## src/rtl/ifetch_axi_master_pkg.sv

```systemverilog
// Shared definitions for the instruction-fetch AXI read master:
// FSM states, AXI encodings and the 4 KB page boundary test.
package ifetch_pkg;

  typedef enum logic [2:0] {
    IDLE  = 3'd0,
    ADDR  = 3'd1,
    DATA  = 3'd2,
    HOLD  = 3'd3,
    DRAIN = 3'd4
  } fetch_state_e;

  localparam logic [2:0] SIZE_4B    = 3'b010;
  localparam logic [1:0] BURST_INCR = 2'b01;
  localparam logic [1:0] RESP_OKAY  = 2'b00;

  // Word index pc[11:2] of the last word in a 4 KB page; a 2-beat burst
  // starting there would cross the page, so only one beat is requested.
  localparam logic [9:0] PAGE_LAST_WORD = 10'h3FF;

  function automatic logic [7:0] burst_len(input logic [9:0] word_idx);
    return (word_idx == PAGE_LAST_WORD) ? 8'd0 : 8'd1;
  endfunction

endpackage

```

## src/rtl/ifetch_axi_master_if.sv

```systemverilog
// AXI read-address and read-data channels used by the fetch master.
interface ifetch_axi_master_if #(
  parameter int ADDR_W = 32,
  parameter int DATA_W = 32
);
  logic [ADDR_W-1:0] araddr;
  logic [7:0]        arlen;
  logic [2:0]        arsize;
  logic [1:0]        arburst;
  logic              arvalid;
  logic              arready;
  logic [DATA_W-1:0] rdata;
  logic [1:0]        rresp;
  logic              rlast;
  logic              rvalid;
  logic              rready;

  modport master (
    output araddr, arlen, arsize, arburst, arvalid, rready,
    input  arready, rdata, rresp, rlast, rvalid
  );

  modport slave (
    input  araddr, arlen, arsize, arburst, arvalid, rready,
    output arready, rdata, rresp, rlast, rvalid
  );
endinterface

```

## src/rtl/ifetch_axi_master.sv

```systemverilog
// Fetches a two-instruction bundle over AXI per PC and hands it to decode;
// redirects (flush) drop the bundle, draining any burst already issued.
module ifetch_axi_master
  import ifetch_pkg::*;
#(
  parameter int ADDR_W = 32,
  parameter int DATA_W = 32
) (
  input  logic              clk,
  input  logic              rst,
  input  logic [ADDR_W-1:0] pc_addr,
  input  logic              flush,
  ifetch_axi_master_if.master axi,
  output logic [DATA_W-1:0] inst0,
  output logic [DATA_W-1:0] inst1,
  output logic [ADDR_W-1:0] inst_pc,
  output logic              inst1_vld,
  output logic              inst_fault,
  output logic              inst_valid,
  input  logic              inst_ready,
  output logic              pc_adv
);

  fetch_state_e      state, nxt;
  logic [ADDR_W-1:0] araddr_q;
  logic [7:0]        arlen_q;
  logic              flush_pend;
  logic              beat_idx;
  logic              rready;
  logic              r_beat, r_end, enter_addr;

  assign r_beat     = axi.rvalid && rready;
  assign r_end      = r_beat && axi.rlast;
  assign enter_addr = (nxt == ADDR) && (state != ADDR);

  always_ff @(posedge clk) begin
    if (rst) state <= IDLE;
    else     state <= nxt;
  end

  always_comb begin
    nxt = state;
    case (state)
      IDLE:  nxt = ADDR;
      // AR stays up until accepted even after a flush; the flush only
      // decides whether the returning burst is kept or drained.
      ADDR:  if (axi.arready) nxt = (flush || flush_pend) ? DRAIN : DATA;
      DATA: begin
        if (flush)      nxt = r_end ? ADDR : DRAIN;
        else if (r_end) nxt = HOLD;
      end
      HOLD:  if (flush || inst_ready) nxt = ADDR;
      DRAIN: if (r_end) nxt = ADDR;
      default: nxt = IDLE;
    endcase
  end

  always_comb begin
    axi.arvalid = (state == ADDR);
    rready      = (state == DATA) || (state == DRAIN);
    inst_valid  = (state == HOLD);
    pc_adv      = (state == HOLD) && inst_ready && !flush;
  end

  assign axi.rready  = rready;
  assign axi.araddr  = araddr_q;
  assign axi.arlen   = arlen_q;
  assign axi.arsize  = SIZE_4B;
  assign axi.arburst = BURST_INCR;

  always_ff @(posedge clk) begin
    if (rst) begin
      araddr_q   <= '0;
      arlen_q    <= '0;
      inst_pc    <= '0;
      inst0      <= '0;
      inst1      <= '0;
      inst1_vld  <= 1'b0;
      inst_fault <= 1'b0;
      flush_pend <= 1'b0;
      beat_idx   <= 1'b0;
    end else if (enter_addr) begin
      araddr_q   <= pc_addr;
      inst_pc    <= pc_addr;
      arlen_q    <= burst_len(pc_addr[11:2]);
      inst1_vld  <= (burst_len(pc_addr[11:2]) == 8'd1);
      inst_fault <= 1'b0;
      flush_pend <= 1'b0;
      beat_idx   <= 1'b0;
    end else begin
      if (state == ADDR && flush && !axi.arready) flush_pend <= 1'b1;
      if (state == DATA && r_beat) begin
        if (!beat_idx) inst0 <= axi.rdata;
        else           inst1 <= axi.rdata;
        beat_idx <= 1'b1;
        if (axi.rresp != RESP_OKAY) inst_fault <= 1'b1;
      end
    end
  end

endmodule

```

## src/flat_wrapper.sv

```systemverilog
// flat-port wrapper written by rule: the top's interface ports become plain ports
module ifetch_axi_master_flat import ifetch_pkg::*;
#(
  parameter int ADDR_W = 32,
  parameter int DATA_W = 32
)
  (clk, rst, pc_addr, flush, inst0, inst1, inst_pc, inst1_vld, inst_fault, inst_valid, inst_ready, pc_adv, axi_araddr, axi_arlen, axi_arsize, axi_arburst, axi_arvalid, axi_rready, axi_arready, axi_rdata, axi_rresp, axi_rlast, axi_rvalid);
  ifetch_axi_master_if #(.ADDR_W(ADDR_W), .DATA_W(DATA_W)) axi_i ();
  input  logic clk;
  input  logic rst;
  input  logic [ADDR_W-1:0] pc_addr;
  input  logic flush;
  output logic [DATA_W-1:0] inst0;
  output logic [DATA_W-1:0] inst1;
  output logic [ADDR_W-1:0] inst_pc;
  output logic inst1_vld;
  output logic inst_fault;
  output logic inst_valid;
  input  logic inst_ready;
  output logic pc_adv;
  output wire logic [$bits(axi_i.araddr)-1:0] axi_araddr;
  output wire logic [$bits(axi_i.arlen)-1:0] axi_arlen;
  output wire logic [$bits(axi_i.arsize)-1:0] axi_arsize;
  output wire logic [$bits(axi_i.arburst)-1:0] axi_arburst;
  output wire logic [$bits(axi_i.arvalid)-1:0] axi_arvalid;
  output wire logic [$bits(axi_i.rready)-1:0] axi_rready;
  input wire logic [$bits(axi_i.arready)-1:0] axi_arready;
  input wire logic [$bits(axi_i.rdata)-1:0] axi_rdata;
  input wire logic [$bits(axi_i.rresp)-1:0] axi_rresp;
  input wire logic [$bits(axi_i.rlast)-1:0] axi_rlast;
  input wire logic [$bits(axi_i.rvalid)-1:0] axi_rvalid;
  assign axi_araddr = axi_i.araddr;
  assign axi_arlen = axi_i.arlen;
  assign axi_arsize = axi_i.arsize;
  assign axi_arburst = axi_i.arburst;
  assign axi_arvalid = axi_i.arvalid;
  assign axi_rready = axi_i.rready;
  assign axi_i.arready = axi_arready;
  assign axi_i.rdata = axi_rdata;
  assign axi_i.rresp = axi_rresp;
  assign axi_i.rlast = axi_rlast;
  assign axi_i.rvalid = axi_rvalid;
  ifetch_axi_master #(.ADDR_W(ADDR_W), .DATA_W(DATA_W)) u_core (.clk(clk), .rst(rst), .pc_addr(pc_addr), .flush(flush), .axi(axi_i), .inst0(inst0), .inst1(inst1), .inst_pc(inst_pc), .inst1_vld(inst1_vld), .inst_fault(inst_fault), .inst_valid(inst_valid), .inst_ready(inst_ready), .pc_adv(pc_adv));
endmodule
```

## config.mk

```make
export PLATFORM = sky130hd
export DESIGN_NAME = ifetch_axi_master_flat
export DESIGN_NICKNAME = d
export VERILOG_FILES = /design/src/rtl/ifetch_axi_master_pkg.sv /design/src/rtl/ifetch_axi_master_if.sv /design/src/rtl/ifetch_axi_master.sv /design/src/flat_wrapper.sv
export SDC_FILE = /design/constraint.sdc
export NUM_CORES = 1
export LEC_CHECK = 0
export BUFFER_PORTS_ARGS = -buffer_cell sky130_fd_sc_hd__buf_4
export CAP_MARGIN = 25
export CORE_UTILIZATION = 45
export CTS_CLUSTER_DIAMETER = 60
export DETAILED_ROUTE_END_ITERATION = 8
export PLACE_DENSITY = 0.8
export SLEW_MARGIN = 10
export SYNTH_ARGS = -nofsm -noshare
export SYNTH_HDL_FRONTEND = slang
export SYNTH_SLANG_ARGS = --single-unit
export TNS_END_PERCENT = 20
```

## constraint.sdc

```tcl
create_clock -name clk -period 2.5 [get_ports clk]
set_input_delay 0.5 -clock clk [delete_from_list [all_inputs] [get_ports clk]]
set_output_delay 0.5 -clock clk [all_outputs]
set_load 0.02 [all_outputs]
```

* Word level (Yosys, flattened, before mapping)
Index checks and enable logic that the tools add are counted.
** Operators by class
- Equality and inequality tests :: 8
- Muxes and demuxes :: 9
- Bitwise operators :: 2
- Reduce and logical (&&, ||, !) cells :: 19
** Operators by type and width (count)
- $mux W3 :: 7
- $pmux W3 S5 :: 1
- $eq A10 B10 Y1 const B :: 1
- $eq A8 B1 Y1 const B :: 1
- $logic_and A1 B1 Y1 :: 8
- $eq A3 B1 Y1 const B :: 2
- $eq A3 B2 Y1 const B :: 2
- $reduce_and A3 Y1 :: 2
- $eq A3 B3 Y1 const B :: 1
- $logic_not A3 Y1 :: 1
- $logic_or A1 B1 Y1 :: 3
- $ne A3 B1 Y1 const B :: 1
- $logic_not A1 Y1 :: 2
- $not A1 Y1 :: 2
- $reduce_and A2 Y1 :: 1
- $reduce_bool A2 Y1 :: 1
- $reduce_or A2 Y1 :: 1
- $mux W1 :: 1
** Storage, ports and cells
- Flip-flop bits (word level) :: 111
- Output and inout bits :: 147
- Logic and storage cells :: 47

* Logic depth before layout (Yosys ltp)
Gate-level depths: netlist (run 1).
- Word-level depth :: 11
- Mapped depth :: 7
- Depth with buffers taken out :: 4

* Worst setup path before layout (run 1)
No wires, ideal clock.
- Kind :: reg-to-output
- Start point :: reg u_core.state[1]
- End point :: out pc_adv
- Arrival :: 1181 ps
- Required time :: 2000 ps
- Path slack :: 819 ps
- Cell stages (with the launch flop) :: 5
- Path buffers :: 1
- Cell sequence :: dfxtp_1 > buf_6 > nor2b_1 > and2_1 > and3b_1
** Between the ends
- Word-level cells in the longest chain between the ends :: 3
** RTL lines
- start: declaration :: line ifetch_axi_master.sv:24 : fetch_state_e state, nxt;
- start signal: assignment :: line ifetch_axi_master.sv:38 : else state <= nxt;
- $eq A3 B2 Y1
- named net inst_valid :: line flat_wrapper.sv:18 : output logic inst_valid;
- $logic_and A1 B1 Y1 (2 in a row) :: line ifetch_axi_master.sv:62 : pc_adv = (state == HOLD) && inst_ready && !flush;
- end: declaration :: line flat_wrapper.sv:20 : output logic pc_adv;
The timed path passes the listed nets, and every way through them passes these cells.

* Worst setup path after layout (run 1)
- Start point :: reg u_core.state[0]
- End point :: out axi_arvalid
** Between the ends
- Word-level cells in the longest chain between the ends :: 1
** RTL lines
- $eq A3 B1 Y1 :: line ifetch_axi_master.sv:59 : axi.arvalid = (state == ADDR);
- end: declaration :: line flat_wrapper.sv:25 : output wire logic [$bits(axi_i.arvalid)-1:0] axi_arvalid;
Every way passes these cells.

==> results.ini, run 1 <==
[pwr]
p_clk_frac=0.301
powerDensity_nw_per_um2=622
power_frac_seq=0.487
vdd_drop_max_uv=355
p_comb_frac=0.212
power_leakage_nw=2.55
power.total_mw=3.65
p_sw_frac=0.309
power_switching_mw=1.13
power.internal_mw=2.52

[floorplanning]
fp.coreArea_um2=9370
die_area_um2=10200
die_y_um=101
initial_core_util=0.471
die_x_um=101
io_pins=220
fp-row-count=35

[timing]
clock.fmax_mhz=453
slew_headroom=0.352
rsz0062_at_grt=no
setup_viol=0
timing.final.crit_period_ps=2210
fin_worst_skew_ps=9.44
tightestPinTransition_ps=972
period_share=0.883
slew_viol_final=0
hold_violations=0
setup_tns_ps=0

[logic_synthesis]
yosysTopAreaCell=dfxtp_1
synth_edf_count=0
ys_seq_area_frac=0.467
netlist.area_leader.share=0.467
ys_ff_latch=103
async_reset_ff_frac=0
synth_area_leaders=dfxtp_1 (47%), a21oi_1 (11%), nand2_1 (11%), buf_4 (8.7%), o31ai_1 (5.4%)
postSynthAreaPerCell_um2=8.27
synth_ff_type=dfxtp_1
ys.warnings.count=0
syn_inst=534
yosysMostFrequentCell=nand2_1
synth.cell_area_um2=4410
synth_commonest_cells=nand2_1 (132), dfxtp_1 (103), a21oi_1 (99)
ys_types=36

[outcome]
status=finished clean

[cts]
post_cts_buffers=0
clockBufferDepth=2
clock_latency_ps=350
cts-hold-fix-buffers=0
cts_buffers=9
cts_resized=0
clock_sinks=103
clk_pin_slew_ps=110
htree_num_levels=3
cts_tree=done
cts-root-buf=clkbuf_8

[drt]
drc=0
dr_wl_met2_um=5930
maxUsedRoutingLayer=met4
dr_wl_met3_um=1140
viasPerCell=5.30
wl_per_cell_um=14.8
drtIter0Drc=150
drtAntennaViolNets=0
drtPass1Iterations=5
routedLengthMet1_um=4910
wl_um=12100
num_vias=4317

[setup_path]
cp.depth=2
endpoint_kind=output port
ff2ff_path_depth=5
crit_chain=nor3b_1 > buf_4
crit_path_start_kind=register
required_ps=2000
max_stage_delay_ps=590
slowest_stage=dfxtp_1
crit_arrival_ps=1710
crit_buf_inv=1
cp_max_fo=11
cp_top_family=flip-flops
criticalPathCategory=register to output port

[layout]
syn2layout_area_growth_pct=32.8
utilization=0.626
nNetsFinal=754
drive_gt1_frac=0.356
antennaDiodeCount=0

[worst_hold_path]
whs_path_depth=3
hp-class=input pin to register

[place]
port_buffers=207
gp_congestion=0.787
dp_hpwl_um=8440

[grt]
grt_max_degree=65
grt_overflow=0
grt_pass1_wl_um=18600
antenna_found_initial=0
grt.total_usage=0.231
grt_pass1_vias=3842

[run]
max_cap_viol_count=0

==> routing by layer <==
metal  vias to the layer above  GRT usage
li1                       2077          -
met1                      2006      0.289
met2                       224      0.390
met3                        10     0.0589
met4                         0     0.0725
met5                         -          0
==> registers in the layout, summed over array words and instances (netlist names) <==
signal / flops
u_core.inst0: 32
u_core.inst1: 32
u_core.inst_pc: 32
u_core.state: 3
u_core.axi.arlen: 1
u_core.beat_idx: 1
u_core.flush_pend: 1
u_core.inst_fault: 1
==> tightest hold or removal path, stage by stage <==
cell	delay [ps]
buf_4	110
nand2_1	50
a21oi_1	50
==> cell usage in the layout (no fill, tap or decap), types with 2 or more instances in the layout <==
master,instances
o31ai_1,32
dfxtp_1,103
a21oi_1,99
nand4_1,34
nor2b_1,2
nor3_1,6
conb_1,12
nand2b_1,2
clkinv_4,3
nor2_1,2
and3b_1,2
and2_1,2
inv_8,2
a31oi_1,2
o21ai_2,2
nand2_1,132
nand3b_1,3
clkbuf_8,9
buf_4,218
==> cell type report <==
type,count,area [um^2]
multi-input combinational,347,1770
timing repair buffer,219,1660
inverter,1,3.75
clock buffer,9,124
clock inverter,7,87.6
tap,129,161
fill,832,3510
sequential,103,2060
==> logic make-up after synthesis <==
| logic type | synth area share |
|---|---|
| flip-flops | 0.467 |
| buffers and inverters | 0.143 |
| AO/OA/AOI/OAI | 0.188 |
| AND/OR/NAND/NOR | 0.200 |
| other | 0.00170 |
==> power by group through the flow <==
| stage | Sequential (mW) | Combinational (mW) | Clock (mW) |
|---|---|---|---|
| floorplan | 1.87 | 0.458 | 0 |
| global placement | 1.81 | 0.762 | 0 |
| detailed placement | 1.81 | 0.770 | 0 |
| CTS | 1.78 | 0.771 | 1.12 |
| global route | 1.79 | 0.825 | 1.20 |
| finish | 1.78 | 0.773 | 1.10 |
==> worst paths after layout <==
path / startpoint / end / slack [ps]
max: u_core.state[0] / axi_arvalid / 290
min: axi_rdata[21] / u_core.inst1[21] / 380
max reg2reg: u_core.state[0] / u_core.inst_pc[23] / 400
min reg2reg: u_core.inst0[0] / u_core.inst0[0] / 460
==> through the flow <==
step / instances / hold WS (ps) / worst slack [ps] / cell area [um^2]
6_report: 815 / 380 / 292 / 5860
5_1_grt: 815 / 358 / 70.8 / 5860
3_5_place_dp: 799 / 447 / 438 / 5650
4_1_cts: 815 / 360 / 276 / 5860
2_1_floorplan: 544 / 487 / 819 / 4450
3_3_place_gp: 799 / 442 / 490 / 5650
(Power assumes the default switching activity.)
==> run 2, diff against run 1 <==
--- a/config.mk
+++ b/config.mk
@@ -7,10 +7,12 @@
 export LEC_CHECK = 0
 export BUFFER_PORTS_ARGS = -buffer_cell sky130_fd_sc_hd__buf_4
 export CAP_MARGIN = 25
-export CORE_UTILIZATION = 45
+export CORE_UTILIZATION = 49
+export CTS_BUF_LIST = sky130_fd_sc_hd__clkbuf_16
 export CTS_CLUSTER_DIAMETER = 60
 export DETAILED_ROUTE_END_ITERATION = 8
-export PLACE_DENSITY = 0.8
+export PLACE_DENSITY = 0.86
+export REMOVE_ABC_BUFFERS = 1
 export SLEW_MARGIN = 10
 export SYNTH_ARGS = -nofsm -noshare
 export SYNTH_HDL_FRONTEND = slang
==> results.ini, run 2 (same netlist as run 1, synthesis figures left out) <==
[layout]
final_common_cell=buf_4
syn2layout_area_growth_pct=34.9
nNetsFinal=754
antennaDiodeCount=0
final_cell_mix=buf_4 (218), nand2_1 (132), dfxtp_1 (103), a21oi_1 (99), nand4_1 (34)
largest_registers=u_core.inst0 (32), u_core.inst1 (32), u_core.inst_pc (32)
drive_gt1_frac=0.356

[worst_hold_path]
hp-class=input pin to register
whs_path_depth=3

[drt]
drtPass1Iterations=5
drtIter0Drc=179
drc=0
wl_per_cell_um=15.4
num_vias=4383
drtAntennaViolNets=0
viasPerCell=5.52
wl_um=12200

[setup_path]
crit_arrival_ps=1680
endpoint_kind=output port
required_ps=2000
criticalPathCategory=register to output port
crit_path_start_kind=register
ff2ff_path_depth=5
cp_max_fo=11

[timing]
clock.fmax_mhz=458
setup_tns_ps=0
rsz0062_at_grt=no
tightestPinTransition_ps=913
slew_headroom=0.391
timing.final.crit_period_ps=2180
fin_worst_skew_ps=8.99
setup_viol=0
period_share=0.873
slew_viol_final=0
hold_violations=0

[outcome]
status=finished clean

[pwr]
powerDensity_nw_per_um2=683
p_clk_frac=0.371
power.internal_mw=2.92
power_switching_mw=1.15
vdd_drop_max_uv=396
power.total_mw=4.07
power_frac_seq=0.438
p_comb_frac=0.191
power_leakage_nw=2.59
p_sw_frac=0.282

[floorplanning]
die_x_um=96.9
fp-row-count=34
die_y_um=96.9
initial_core_util=0.506
die_area_um2=9390
io_pins=220
fp.coreArea_um2=8720

[cts]
cts_resized=0
htree_num_levels=3
post_cts_buffers=0
clock_latency_ps=330
cts_tree=done
clk_pin_slew_ps=70
clock_sinks=103
cts_buffers=9
cts-hold-fix-buffers=0
cts-root-buf=clkbuf_16
clockBufferDepth=2

[grt]
grt_max_degree=57
grt_overflow=0
grt.total_usage=0.248
antenna_found_initial=0
grt_pass1_wl_um=19000
grt_pass1_vias=3921

[place]
gp_congestion=0.824
dp_hpwl_um=8530
port_buffers=207

[run]
max_cap_viol_count=0

==> run 2: cell type report <==
type                       instances  area, um^2
clock buffer                       9         225
clock inverter                     7         103
fill                             696        2770
inverter                           1        3.75
multi-input combinational        347        1770
sequential                       103        2060
tap                              108         135
timing repair buffer             219        1660
==> run 2: through the flow <==
stage	std cells	instance area (um^2)	hold WS [ps]	setup WS [ps]	utilization
after floorplan	451	3820	487	181	-
after global routing	794	5950	408	236	0.683
after CTS	794	5950	406	300	0.683
after global placement	778	5630	441	603	0.645
after detailed placement	778	5630	448	478	0.645
final	794	5950	417	318	0.683
==> run 2: worst paths after layout <==
path	startpoint	to	slack (ps)
worst max-delay path	u_core.state[0]	axi_arvalid	320
worst min-delay path	axi_rdata[31]	u_core.inst1[31]	420
worst max register to register	u_core.state[0]	u_core.inst_pc[18]	430
worst min register to register	u_core.inst1[20]	u_core.inst1[20]	460
==> run 2: critical path, stage by stage, from the launching register on <==
cell and delay (ps):
dfxtp_1 580, nor3b_1 520, buf_4 240
==> run 2: metal layers <==
layer	global-route usage	vias to the layer above	wire (um)
met4	0.0861	0	167
met3	0.0311	16	890
li1	-	2078	-
met5	0	-	0
met2	0.450	224	6380
met1	0.300	2065	4760
==> run 2: power by group through the flow <==
stage	logic [mW]	registers (mW)	clock network, mW
final	0.777	1.78	1.51
after global routing	0.822	1.79	1.61
after CTS	0.776	1.78	1.54
after detailed placement	0.774	1.81	0
after global placement	0.761	1.81	0
after floorplan	0.221	1.95	0
==> run 3, diff against run 2 <==
--- a/config.mk
+++ b/config.mk
@@ -5,10 +5,10 @@
 export SDC_FILE = /design/constraint.sdc
 export NUM_CORES = 1
 export LEC_CHECK = 0
+export ABC_CLOCK_PERIOD_IN_PS = 2500
 export BUFFER_PORTS_ARGS = -buffer_cell sky130_fd_sc_hd__buf_4
 export CAP_MARGIN = 25
 export CORE_UTILIZATION = 49
-export CTS_BUF_LIST = sky130_fd_sc_hd__clkbuf_16
 export CTS_CLUSTER_DIAMETER = 60
 export DETAILED_ROUTE_END_ITERATION = 8
 export PLACE_DENSITY = 0.86
==> results.ini, run 3 (same netlist as run 1, synthesis figures left out) <==
[timing]
setup_ws_ps=333
setup_viol=0
setup_tns_ps=0
slew_headroom=0.394
fin_worst_skew_ps=14.2
rsz0062_at_grt=no
period_share=0.867
clock.fmax_mhz=462
timing.hold.ws_ps=391
timing.final.crit_period_ps=2170
slew_viol_final=0
hold_violations=0
tightestPinTransition_ps=910

[pwr]
power_leakage_nw=2.54
vdd_drop_max_uv=373
powerDensity_nw_per_um2=633

[layout]
largest_registers=u_core.inst0 (32), u_core.inst1 (32), u_core.inst_pc (32)
syn2layout_area_growth_pct=32.6
nNetsFinal=754
final_common_cell=buf_4
fillers=711
final_cell_mix=buf_4 (218), nand2_1 (132), dfxtp_1 (103), a21oi_1 (99), nand4_1 (34)
drive_gt1_frac=0.356
antennaDiodeCount=0
final_cells=794

[setup_path]
ff2ff_path_depth=5
crit_path_start_kind=register
cp_top_family=flip-flops
cp_max_fo=11
slowest_stage=dfxtp_1
crit_chain=nor3b_1 > buf_4
crit_buf_inv=1
endpoint_kind=output port
crit_arrival_ps=1670
cp.depth=2
max_stage_delay_ps=600
criticalPathCategory=register to output port
required_ps=2000

[floorplanning]
die_area_um2=9390
die_y_um=96.9
fp-row-count=34
io_pins=220
initial_core_util=0.506
fp.coreArea_um2=8720
die_x_um=96.9

[cts]
post_cts_buffers=0
cts-root-buf=clkbuf_8
clock_sinks=103
cts_resized=0
cts_tree=done
cts-hold-fix-buffers=0
cts_buffers=9
clockBufferDepth=2
clk_pin_slew_ps=110
clock_latency_ps=350
htree_num_levels=3

[drt]
wl_per_cell_um=15.1
viasPerCell=5.47
num_vias=4347
drtIter0Drc=166
drc=0
drtAntennaViolNets=0
drtPass1Iterations=4
wl_um=12000

[grt]
grt_pass1_wl_um=18900
gr-usage-met3=0.0311
antenna_found_initial=0
grt.total_usage=0.246
grt_pass1_vias=3920
use_met1=0.296
grt.busiest_layer=met2
grt_overflow=0
met2_usage=0.449
grt_max_degree=57

[worst_hold_path]
hp-class=input pin to register
whs_path_depth=3

[place]
dp_hpwl_um=8530
post-place-ws_ps=478
port_buffers=207
dp.cells=778
gp_congestion=0.824

[run]
max_cap_viol_count=0

[outcome]
status=finished clean

run 3: cell counts in the layout (fill, tap and decap cells not counted):
Identical to the previous run, type by type.
run 3: tightest hold or removal path, stage by stage:
cell	delay [ps]
buf_4	110
nand2_1	50
a21oi_1	50
run 3: metrics by stage:
step / area [um^2] / util / power [mW]
global route: 5850 / 0.671 / 3.86
finish: 5850 / 0.671 / 3.70
CTS: 5850 / 0.671 / 3.74
global placement: 5630 / 0.645 / 2.57
detailed placement: 5630 / 0.645 / 2.59
floorplan: 3820 / - / 2.17
run 3: metal layers:
metal	part of all wire	wire (um)
met4	0.013	157
met2	0.53	6320
met3	0.080	966
met5	0	0
met1	0.38	4560
run 3: final cells by class:
| type | instances | area, um^2 | area share |
|---|---|---|---|
| Clock inverter | 7 | 103 | 0.0175 |
| Clock buffer | 9 | 124 | 0.0212 |
| Sequential cell | 103 | 2060 | 0.352 |
| Tap cell | 108 | 135 | 0.0231 |
| Timing Repair Buffer | 219 | 1660 | 0.283 |
| Multi-Input combinational cell | 347 | 1770 | 0.302 |
| Inverter | 1 | 3.75 | 0.000641 |
run 3: worst paths after layout:
kind / startpoint / endpoint / slack [ps]
setup / recovery: u_core.state[0] / axi_arvalid / 330
hold / removal: axi_rdata[31] / u_core.inst1[31] / 390
setup reg to reg: u_core.state[0] / u_core.inst_pc[18] / 400
hold reg to reg: u_core.inst1[20] / u_core.inst1[20] / 460
run 3: where the power goes:
group	leakage (nW)	internal, mW	total, mW	switching (mW)
sequential	0.836	1.71	1.78	0.0712
combinational	1.60	0.325	0.774	0.449
clock	0.104	0.574	1.15	0.576
